[config.mk]
export PLATFORM = sky130hd
export DESIGN_NAME = bnn_conv3x3_multi
export DESIGN_NICKNAME = d
export VERILOG_FILES = /design/src/rtl/bnn_conv3x3_multi.sv
export SDC_FILE = /design/constraint.sdc
export NUM_CORES = 1
export LEC_CHECK = 0
export ABC_AREA = 1
export BUFFER_PORTS_ARGS = -buffer_cell sky130_fd_sc_hd__buf_2
export CAP_MARGIN = 20
export CORE_MARGIN = 2
export CORE_UTILIZATION = 39
export CTS_CLUSTER_DIAMETER = 40
export DETAILED_ROUTE_END_ITERATION = 10
export PLACE_DENSITY_LB_ADDON = 0.08
export SETUP_SLACK_MARGIN = 0.1
export SYNTH_ARGS = -nofsm -noshare
export SYNTH_HDL_FRONTEND = slang
export SYNTH_SLANG_ARGS = --single-unit
export TNS_END_PERCENT = 50
[constraint.sdc]
create_clock -name clk -period 7.9 [get_ports clk]
set_input_delay 0.79 -clock clk [delete_from_list [all_inputs] [get_ports clk]]
set_output_delay 0.79 -clock clk [all_outputs]
set_load 0.01 [all_outputs]
[src/rtl/bnn_conv3x3_multi.sv]
// Binary 3x3 convolution engine.
// Loads NUM_K binary kernels with thresholds from the weight SRAM. It then walks
// a header-delimited list of NxN bit images in the input SRAM. For each image and
// kernel it writes N-2 thresholded XNOR-popcount rows to the output SRAM.
module bnn_conv3x3_multi #(
    parameter int                DATA_W    = 16,
    parameter int                ADDR_W    = 12,
    parameter int                NUM_K     = 2,
    parameter logic [DATA_W-1:0] TERM_WORD = DATA_W'(16'h00FF)
) (
    input  logic              clk,
    input  logic              reset_b,
    input  logic              dut_run,
    output logic              dut_busy,
    output logic              dut_error,
    output logic [ADDR_W-1:0] dut_sram_read_address,
    input  logic [DATA_W-1:0] sram_dut_read_data,
    output logic [ADDR_W-1:0] dut_sram_write_address,
    output logic [DATA_W-1:0] dut_sram_write_data,
    output logic              dut_sram_write_enable,
    output logic [ADDR_W-1:0] dut_wmem_read_address,
    input  logic [DATA_W-1:0] wmem_dut_read_data
);

    typedef enum logic [2:0] {IDLE, LOADW, HEADER, CONV, DONE} state_t;

    localparam logic [1:0] LAST_K = 2'(NUM_K - 1);

    state_t            state;
    // Read pipeline: _p0 = address on the bus, _p1 = data on the bus this cycle.
    logic              vld_p0, vld_p1;
    logic              hdr_p0, hdr_p1;
    logic [5:0]        iss_cnt, rcv_cnt, n_q;
    logic [1:0]        k_idx;
    logic [ADDR_W-1:0] hdr_addr;
    logic [DATA_W-1:0] hdr_q, win_r0, win_r1;
    logic              hdr_req, hdr_vld;
    logic [8:0]        wt [4];
    logic [3:0]        th [4];
    logic [5:0]        hdr_n;
    logic              hdr_bad;
    logic              unused_wbits;

    assign hdr_n   = hdr_q[5:0];
    assign hdr_bad = (hdr_n < 6'd3) || ({26'd0, hdr_n} > 32'(DATA_W));
    // Weight-word bits above the threshold field have no meaning.
    assign unused_wbits = ^wmem_dut_read_data[DATA_W-1:13];

    function automatic logic [3:0] popcnt9(input logic [8:0] v);
        logic [3:0] c;
        c = '0;
        for (int i = 0; i < 9; i++) c = c + {3'b000, v[i]};
        return c;
    endfunction

    // Out-of-range thresholds fall back to a majority-style default of 5.
    function automatic logic [3:0] fix_thr(input logic [3:0] t);
        return (t == 4'd0 || t > 4'd9) ? 4'd5 : t;
    endfunction

    // One output row from rows r-2 (r0), r-1 (r1) and r (r2); bits >= N-2 stay 0.
    function automatic logic [DATA_W-1:0] conv_row(input logic [DATA_W-1:0] r0,
                                                   input logic [DATA_W-1:0] r1,
                                                   input logic [DATA_W-1:0] r2,
                                                   input logic [8:0]        w,
                                                   input logic [3:0]        t,
                                                   input logic [5:0]        n);
        logic [DATA_W-1:0] res;
        logic [8:0]        win;
        res = '0;
        for (int j = 0; j < DATA_W - 2; j++) begin
            win = {r2[j+2], r2[j+1], r2[j], r1[j+2], r1[j+1], r1[j], r0[j+2], r0[j+1], r0[j]};
            if ((j + 2 < {26'd0, n}) && (popcnt9(~(w ^ win)) >= t)) res[j] = 1'b1;
        end
        return res;
    endfunction

    // Job controller: weight load, header walk, per-kernel row passes and output writes.
    always_ff @(posedge clk or posedge reset_b) begin
        if (reset_b) begin
            state                  <= IDLE;
            vld_p0                 <= 1'b0;
            vld_p1                 <= 1'b0;
            hdr_p0                 <= 1'b0;
            hdr_p1                 <= 1'b0;
            iss_cnt                <= '0;
            rcv_cnt                <= '0;
            n_q                    <= '0;
            k_idx                  <= '0;
            hdr_addr               <= '0;
            hdr_q                  <= '0;
            win_r0                 <= '0;
            win_r1                 <= '0;
            hdr_req                <= 1'b0;
            hdr_vld                <= 1'b0;
            for (int i = 0; i < 4; i++) begin
                wt[i] <= '0;
                th[i] <= '0;
            end
            dut_busy               <= 1'b0;
            dut_error              <= 1'b0;
            dut_sram_read_address  <= '0;
            dut_sram_write_address <= '0;
            dut_sram_write_data    <= '0;
            dut_sram_write_enable  <= 1'b0;
            dut_wmem_read_address  <= '0;
        end else begin
            vld_p0                <= 1'b0;
            hdr_p0                <= 1'b0;
            vld_p1                <= vld_p0;
            hdr_p1                <= hdr_p0;
            dut_sram_write_enable <= 1'b0;
            if (dut_sram_write_enable) dut_sram_write_address <= dut_sram_write_address + ADDR_W'(1);
            if (vld_p1 && hdr_p1) begin
                hdr_q   <= sram_dut_read_data;
                hdr_vld <= 1'b1;
            end
            case (state)
                IDLE: begin
                    if (dut_run) begin
                        state                  <= LOADW;
                        dut_busy               <= 1'b1;
                        dut_error              <= 1'b0;
                        hdr_addr               <= '0;
                        dut_sram_read_address  <= '0;
                        dut_sram_write_address <= '0;
                        iss_cnt                <= '0;
                        rcv_cnt                <= '0;
                        hdr_req                <= 1'b0;
                        hdr_vld                <= 1'b0;
                    end
                end
                LOADW: begin
                    if (iss_cnt < 6'(NUM_K)) begin
                        dut_wmem_read_address <= ADDR_W'(iss_cnt) + ADDR_W'(1);
                        vld_p0                <= 1'b1;
                        iss_cnt               <= iss_cnt + 6'd1;
                    end
                    if (vld_p1) begin
                        wt[rcv_cnt[1:0]] <= wmem_dut_read_data[8:0];
                        th[rcv_cnt[1:0]] <= fix_thr(wmem_dut_read_data[12:9]);
                        rcv_cnt          <= rcv_cnt + 6'd1;
                        if (rcv_cnt == 6'(NUM_K - 1)) begin
                            state   <= HEADER;
                            iss_cnt <= '0;
                            rcv_cnt <= '0;
                        end
                    end
                end
                HEADER: begin
                    // The header may already have been prefetched by the last pass.
                    if (hdr_vld) begin
                        hdr_vld <= 1'b0;
                        hdr_req <= 1'b0;
                        if (hdr_q == TERM_WORD) begin
                            state <= DONE;
                        end else if (hdr_bad) begin
                            dut_error <= 1'b1;
                            state     <= DONE;
                        end else begin
                            n_q     <= hdr_n;
                            k_idx   <= '0;
                            iss_cnt <= '0;
                            rcv_cnt <= '0;
                            state   <= CONV;
                        end
                    end else if (!hdr_req) begin
                        dut_sram_read_address <= hdr_addr;
                        vld_p0                <= 1'b1;
                        hdr_p0                <= 1'b1;
                        hdr_req               <= 1'b1;
                    end
                end
                CONV: begin
                    if (iss_cnt < n_q) begin
                        dut_sram_read_address <= hdr_addr + ADDR_W'(iss_cnt) + ADDR_W'(1);
                        vld_p0                <= 1'b1;
                        iss_cnt               <= iss_cnt + 6'd1;
                    end else if (k_idx == LAST_K && !hdr_req) begin
                        // Fetch the next header behind the last row to shorten the tail.
                        dut_sram_read_address <= hdr_addr + ADDR_W'(n_q) + ADDR_W'(1);
                        vld_p0                <= 1'b1;
                        hdr_p0                <= 1'b1;
                        hdr_req               <= 1'b1;
                    end
                    if (vld_p1 && !hdr_p1) begin
                        win_r0  <= win_r1;
                        win_r1  <= sram_dut_read_data;
                        rcv_cnt <= rcv_cnt + 6'd1;
                        if (rcv_cnt >= 6'd2) begin
                            dut_sram_write_enable <= 1'b1;
                            dut_sram_write_data   <= conv_row(win_r0, win_r1, sram_dut_read_data,
                                                              wt[k_idx], th[k_idx], n_q);
                        end
                    end
                    if (rcv_cnt == n_q) begin
                        iss_cnt <= '0;
                        rcv_cnt <= '0;
                        if (k_idx == LAST_K) begin
                            hdr_addr <= hdr_addr + ADDR_W'(n_q) + ADDR_W'(1);
                            state    <= HEADER;
                        end else begin
                            k_idx <= k_idx + 2'd1;
                        end
                    end
                end
                DONE: begin
                    dut_busy <= 1'b0;
                    state    <= IDLE;
                end
                default: state <= IDLE;
            endcase
        end
    end

endmodule
# Yosys cells after proc, flatten, opt, wreduce, memory -nomap -nowiden
# Index checks and enable logic that the tools add are counted.
[totals]
reg_bits = 194
output_inout_bits = 55
word_cells = 384
[op_classes]
n_addsub = 121
order_cmp = 37
n_eq_ne = 25
mux = 95
n_bitwise = 32
reduce_logical = 44
[ops]
columns = ["operator", "n"]
rows = [
  ["adder 4 x 1 -> 4 bit", 70],
  ["inverter 9 bit", 14],
  ["bitwise XOR 9 bit", 14],
  ["two-way mux 12 bit", 10],
  ["two-way mux 6 bit", 13],
  ["adder 3 x 1 -> 4 bit", 14],
  ["greater-or-equal comparator 4 bit", 14],
  ["< comparator 4 x 6 -> 1 bit, first input constant", 8],
  ["case mux 6 bit (4 select lines)", 2],
  ["adder 2 x 1 -> 3 bit", 14],
  ["adder 12 x 1 -> 12 bit, second input constant", 3],
  ["bitwise mux 36 bit", 1],
  ["case mux 12 bit (3 select lines)", 1],
  ["two-way mux 1 bit", 34],
  ["adder 1 x 1 -> 2 bit", 14],
  ["!= test 2 bit, second input constant", 14],
  ["two-way mux 9 bit", 3],
  ["adder 12 x 6 -> 12 bit", 2],
  ["< comparator 3 x 6 -> 1 bit, first input constant", 4],
  ["two-way mux 3 bit", 8],
  ["case mux 12 bit (2 select lines)", 1],
  ["binary-select mux 9 bit (select 2 bit)", 1],
  ["demux 9 bit (select 2 bit)", 1],
  ["logical AND 1 bit", 18],
  ["other kinds (43)", 76],
]

# Logic depth before layout (Yosys ltp)
# Gate-level depths: netlist of run 1.
[logic_depth]
ltp_word = 17
ltp_mapped = 23

# Worst setup path before layout of run 1
# No wires, ideal clock.
[synth_timing]
kind = "register to register"
from = "reg k_idx[0]"
to = "reg dut_sram_write_data[5]"
setup_time_ns = 0.123
arrival_ns = 4.968
required_ns = 7.777
slack_ns = 2.809
stages_incl_launch_ff = 23
path_buffers = 3
period_less_slack_ns = 5.091
path_cell_list = "dfrtp_1 -> inv_1 -> buf_2 -> nand2_1 -> a32o_1 -> buf_2 -> buf_4 -> xor2_1 -> fa_1 -> inv_1 -> fa_1 -> inv_1 -> fa_1 -> inv_1 -> fa_1 -> fa_1 -> inv_1 -> ha_1 -> a21boi_0 -> o21a_1 -> o21a_1 -> o21ai_0 -> nand2_1"
[synth_via]
elab_chain_len = 17
[synth_lines]
columns = ["element", "line", "text"]
rows = [
  ["start: declaration", "34", "logic [1:0] k_idx;"],
  ["start signal: assignment", "203", "k_idx <= k_idx + 2'd1;"],
  ["inverter 2 -> 3 bit (implied by the code) (*)", "193", "wt[k_idx], th[k_idx], n_q);"],
  ["binary-select mux 9 bit (select 2 bit)", "193", ""],
  ["two-way mux 9 bit (implied by the code) (2 in series)", "193", ""],
  ["bitwise XOR 9 bit", "73", "if ((j + 2 < {26'd0, n}) && (popcnt9(~(w ^ win)) >= t)) res[j] = 1'b1;"],
  ["inverter 9 bit", "73", ""],
  ["adder 1 x 1 -> 2 bit", "52", "for (int i = 0; i < 9; i++) c = c + {3'b000, v[i]};"],
  ["adder 2 x 1 -> 3 bit", "52", ""],
  ["adder 3 x 1 -> 4 bit", "52", ""],
  ["adder 4 x 1 -> 4 bit (5 in series)", "52", ""],
  ["greater-or-equal comparator 4 bit (*)", "73", ""],
  ["logical AND 1 bit (*)", "73", ""],
  ["two-way mux 1 bit (*)", "73", ""],
  ["end signal: assignment", "192", "dut_sram_write_data <= conv_row(win_r0, win_r1, sram_dut_read_data,"],
  ["end: declaration", "19", "output logic [DATA_W-1:0] dut_sram_write_data,"],
]
# Every way passes the cells marked *; elsewhere a longest branch is shown, timed or not. The select of a mux whose other input is x is not followed.
# A chain may end at the register's enable or synchronous reset.

# Worst setup path in the final report of run 1
[layout_timing]
from = "reg k_idx[1]"
to = "reg dut_sram_write_data[9]"
# Same word-level chain as after synthesis.

==> results.sh, run 1 <==
export IMPL_min_period_over_period_pct=77.1
export IMPL_dp_hpwl_mm=28.2
export IMPL_setup_worst_path_start_class="flop"
export IMPL_critical_path_class="reg -> reg"
export IMPL_coreArea_um2=37400
export IMPL_io_buffers=79
export IMPL_drive_gt1_share_pct=8.71
export IMPL_chipWidth_um=198
export IMPL_clock_sinks=189
export IMPL_via_per_inst=4.82
export IMPL_dr_pass1_iters=5
export IMPL_worst_pin_slew_ns=0.962
export IMPL_status="complete, no violations"
export IMPL_final_hold_viol_count=0
export IMPL_first_iter_violations=497
export IMPL_start_util_pct=39.3
export IMPL_cts_hold_buf=0
export IMPL_cp_slowest_cell="a32o_1"
export IMPL_min_period_ns=6.09
export IMPL_slew_headroom_pct=35.9
export IMPL_fillCellCount=3851
export IMPL_grt_usage_pct=20.6
export IMPL_clockRootBuffer="clkbuf_16"
export IMPL_die_area_um2=39300
export IMPL_setup_viol=0
export IMPL_cts_max_level=4
export IMPL_row_count=71
export IMPL_clk_pin_slew_worst_paths_ns=0.08
export IMPL_grt_pass1_vias=11800
export IMPL_final_util_pct=43.2
export IMPL_synth_seq_area_share_pct=32.2
export IMPL_synth_seq_cells=189
export IMPL_dr_total_vias=11600
export IMPL_cp_data_required_time_ns=8.24
export IMPL_area_growth_syn_to_layout_pct=9.99
export IMPL_rsz0062_at_grt="false"
export IMPL_cp_cell_sequence="inv_1, a32o_1, buf_4, xor2_1, fa_1, inv_1, fa_1, inv_1, fa_1, inv_1, fa_1, fa_1, inv_1, ha_1, a21boi_0, o21a_1, o21a_1, o21ai_0, nand2_1"
export IMPL_ys_types=41
export IMPL_maxSlewViolCount=0
export IMPL_n_antenna_cell=0
export IMPL_die_h_um=198
export IMPL_io_pins=90
export IMPL_cts_buffers=17
export IMPL_seqCellArea_um2=4730
export IMPL_final_nets=2107
export IMPL_cts_setup_buffers=0
export IMPL_ant_nets=0
export IMPL_cap_violations=0
export IMPL_overflow=0
export IMPL_yosysWarnings=0
export IMPL_fmax_mhz=164
export IMPL_cts_tree="done"
export IMPL_grt_max_degree=121
export IMPL_crit_family="adder cells"
export IMPL_antenna_found_initial=0
export IMPL_hold_class="reg -> reg"
export IMPL_arrival_ns=6.43
export IMPL_multiInputGateArea_um2=8580
export IMPL_routed_wl_mm=38.1
export IMPL_avgSynthCellArea_um2=8.02
export IMPL_grt_pass1_wl_mm=62.5
export IMPL_routedWlPerCell_um=15.8
export IMPL_fin_setup_tns_ns=0
export IMPL_cp_max_fo=23
export IMPL_syn_area_um2=14700
export IMPL_drc=0
export IMPL_gp_congestion=0.809
export IMPL_cp_end_kind="flop"
export IMPL_skew_ns=0.0114
export IMPL_clockBufferDepth=2
export IMPL_syn_inst=1833
export IMPL_cts_resized=0
export IMPL_worstSkewPairLatency_ns=0.47
export IMPL_slowest_delay_ns=0.67
export IMPL_path_buf_inv=6
[state kept, by name (all words and copies together) (netlist names), 7 cells and up]
signal and flops:
dut_sram_read_address 12, dut_sram_write_address 12, dut_sram_write_data 14, dut_wmem_read_address 7, hdr_addr 12, hdr_q 16, th 16, win_r0 16
win_r1 16, wt 36
[metrics by stage]
stage,hold slack [ns],cell area (µm²),setup WS [ns],cells
after floorplan,0.331,14700,1.97,1839
after global placement,0.333,15600,1.78,2384
after detailed placement,0.343,15600,1.76,2384
after CTS,0.354,16200,1.74,2416
after global routing,0.374,16200,1.46,2416
final,0.349,16200,1.81,2416
[cell usage in the layout, fill, tap and decap left out, types with 3 or more instances in the layout]
cell       count
a21boi_0       7
a21oi_1       58
a32o_1         9
buf_2         79
buf_4         19
clkbuf_16     17
conb_1         7
dfrtp_1      189
fa_1          72
ha_1         108
inv_1        283
inv_2          5
inv_6          4
inv_8          3
nand2_1      418
nand2_2        4
nand3_1      100
nand3b_1       4
nand4_1       14
nor2_1       119
nor2_2         5
nor3_1         9
o211ai_1      14
o21a_1         6
o21ai_0      148
o21ai_1        5
o21ai_2       11
or2_2          3
xnor2_1       22
xor2_1       137
[path summary, 6_finish.rpt]
path / depth (start not counted) / slack (ns) / end / start
worst max-delay path: 19 / 1.81 / dut_sram_write_data[9] / k_idx[1]
worst min-delay path: 0 / 0.35 / vld_p1 / vld_p0
worst max register to register: 19 / 1.81 / dut_sram_write_data[9] / k_idx[1]
worst min register to register: 0 / 0.35 / vld_p1 / vld_p0
max in group asynchronous: 3 / 5.91 / win_r0[11] / reset_b
min in group asynchronous: 2 / 0.51 / dut_sram_write_enable / reset_b
[final cells by class]
class                           count  share of cell area, %
Clock buffer                       19                   2.68
Clock inverter                     13                  0.944
Inverter                          290                   6.78
Multi-Input combinational cell   1296                   53.1
Sequential cell                   189                   29.2
Tap cell                          511                   3.95
Timing Repair Buffer               98                   3.33
[logic make-up after synthesis]
group / count (synthesis) / share of synthesized area (%)
AO/OA/AOI/OAI: 270 / 10.5
XOR/XNOR: 159 / 9.47
adder cells (fa/ha/maj): 180 / 19.0
buffers and inverters: 354 / 9.73
flip-flops: 189 / 32.2
other: 1 / 0.0255
AND/OR/NAND/NOR: 680 / 19.1
[per-layer routing]
metal,up-vias,share of wire [%],GRT usage [%]
met2,162,49,36.2
li1,5873,-,-
met1,5571,47,26.8
met3,32,2.6,2.25
met5,-,0,0
met4,0,1.4,5.82
[cell usage after synthesis (all sizes together)]
cell	number	area, µm²
a211oi	1	20.0
a21boi	7	52.6
a21o	1	7.51
a21oi	61	317
a32o	9	90.1
a41oi	1	8.76
buf	46	275
clkbuf	18	67.6
clkinv	1	3.75
conb	1	3.75
dfrtp	189	4730
fa	72	1440
ha	108	1350
inv	289	1080
nand2	423	1610
nand3	101	518
nand3b	4	30.0
nand4	14	87.6
nor2	125	484
nor3	10	61.3
o211ai	14	105
o21a	6	45.0
o21ai	164	862
o21bai	2	15.0
o22ai	3	18.8
o31ai	1	7.51
or2	3	18.8
xnor2	22	193
xor2	137	1200
Power of run 1 is not shown: default switching activity piles up to over one toggle a cycle in this logic, so the estimate is an artifact.
==> run 2, diff against run 1 <==
Clock period 7.9 ns to 4.91 ns, I/O delays scaled along.
==> results.sh, run 2 (synthesized netlist as in run 1, its figures left out) <==
export IMPL_setup_viol=0
export IMPL_clockRootBuffer="clkbuf_16"
export IMPL_fin_setup_tns_ns=0
export IMPL_top_register="wt"
export IMPL_final_nets=2133
export IMPL_clock_sinks=189
export IMPL_routed_wl_mm=39.8
export IMPL_drive_gt1_share_pct=13.9
export IMPL_antenna_found_initial=0
export IMPL_arrival_ns=5.25
export IMPL_design_area_um2=16800
export IMPL_layout_commonest_cell="nand2_1"
export IMPL_fillCellCount=3777
export IMPL_io_pins=90
export IMPL_hold_class="in -> async"
export IMPL_setup_worst_path_start_class="flop"
export IMPL_io_buffers=79
export IMPL_cpMostUsedCell="fa_1"
export IMPL_final_cells=2442
export IMPL_chipWidth_um=198
export IMPL_n_antenna_cell=0
export IMPL_min_period_over_period_pct=99.8
export IMPL_maxSlewViolCount=0
export IMPL_row_count=71
export IMPL_clk_pin_slew_worst_paths_ns=0.08
export IMPL_cp_data_required_time_ns=5.26
export IMPL_die_area_um2=39300
export IMPL_dr_total_vias=11800
export IMPL_cts_buffers=17
export IMPL_cp_end_kind="flop"
export IMPL_slowest_delay_ns=0.56
export IMPL_coreArea_um2=37400
export IMPL_skew_ns=0.0129
export IMPL_path_buf_inv=6
export IMPL_dr_pass1_iters=5
export IMPL_most_common_layout_cells="nand2_1, inv_1, dfrtp_1, o21ai_0, xor2_1"
export IMPL_overflow=0
export IMPL_largest_reg_flops=36
export IMPL_cp_max_fo=7
export IMPL_start_util_pct=39.3
export IMPL_via_per_inst=4.85
export IMPL_min_period_ns=4.90
export IMPL_grt_pass1_wl_mm=64.3
export IMPL_hold_ws_ns=0.0700
export IMPL_critical_path_class="reg -> reg"
export IMPL_cts_hold_buf=0
export IMPL_placed_cells=2398
export IMPL_cap_violations=0
export IMPL_cts_max_level=4
export IMPL_cp_cell_sequence="buf_6, nand2_1, a32o_2, buf_12, xor2_4, fa_1, inv_2, fa_1, inv_2, fa_1, inv_1, fa_2, fa_1, inv_1, ha_1, a21boi_1, o21a_1, o21a_1, o21ai_2, nand2_1"
export IMPL_dp_hpwl_mm=28.8
export IMPL_ant_nets=0
export IMPL_routedWlPerCell_um=16.3
export IMPL_drc=0
export IMPL_slew_headroom_pct=44.2
export IMPL_grt_usage_pct=21.2
export IMPL_area_growth_syn_to_layout_pct=14.5
export IMPL_placed_cell_area_um2=15700
export IMPL_fmax_mhz=204
export IMPL_crit_family="adder cells"
export IMPL_grt_max_degree=116
export IMPL_first_iter_violations=554
export IMPL_rsz0062_at_grt="true"
export IMPL_status="complete, no violations"
export IMPL_cts_tree="done"
export IMPL_cp_slowest_cell="fa_1"
export IMPL_worst_pin_slew_ns=0.837
export IMPL_grt_pass1_vias=12000
export IMPL_clockBufferDepth=2
export IMPL_die_h_um=198
export IMPL_worstSkewPairLatency_ns=0.46
export IMPL_final_hold_viol_count=0
export IMPL_gp_congestion=0.812
run 2: final timing paths:
check | startpoint | end | slack, ns | depth (start not counted)
worst max-delay path | k_idx[0] | dut_sram_write_data[9] | 0.01 | 20
worst min-delay path | reset_b | th[9] | 0.07 | 3
worst max register to register | k_idx[0] | dut_sram_write_data[9] | 0.01 | 20
worst min register to register | vld_p0 | vld_p1 | 0.35 | 0
max in group asynchronous | reset_b | win_r0[12] | 4.16 | 3
min in group clk | sram_dut_read_data[15] | win_r1[15] | 0.27 | 3
run 2: repair_timing:
action	4_1_cts	5_1_grt
pin swaps	12	72
resized for setup	32	62
setup endpoints to repair	14	14
setup buffers	4	3
cloned	0	3
run 2: per-stage QoR:
step,util (%),worst slack [ns]
after global routing,45.0,-0.175
after global placement,42.1,-0.213
final,45.0,0.0102
after detailed placement,42.1,-0.223
after floorplan,-,-0.181
after CTS,44.0,-0.0344
run 2: layout make-up:
type	count	area (µm²)	share of cell area, %
clock inverters	13	169	1.00
multi-input cells	1296	8870	52.7
inverters	290	1090	6.50
well taps	511	639	3.80
repair buffers	124	887	5.27
flip-flops and latches	189	4730	28.1
clock buffers	19	443	2.63
run 2: worst min-delay path, cell delays in order:
cell	delay [ns]
buf_2	0.11
clkinvlp_4	0.08
buf_4	0.21
run 2: metal layers:
layer | vias to the layer above | part of all wire [%] | wire [µm] | GRT usage [%]
li1 | 5921 | - | - | -
met1 | 5735 | 47 | 18600 | 27.5
met2 | 141 | 50 | 19800 | 37.1
met3 | 37 | 2.2 | 895 | 2.81
met4 | 0 | 1.4 | 546 | 5.37
met5 | - | 0 | 0 | 0
Power of run 2 is left out for the same reason.
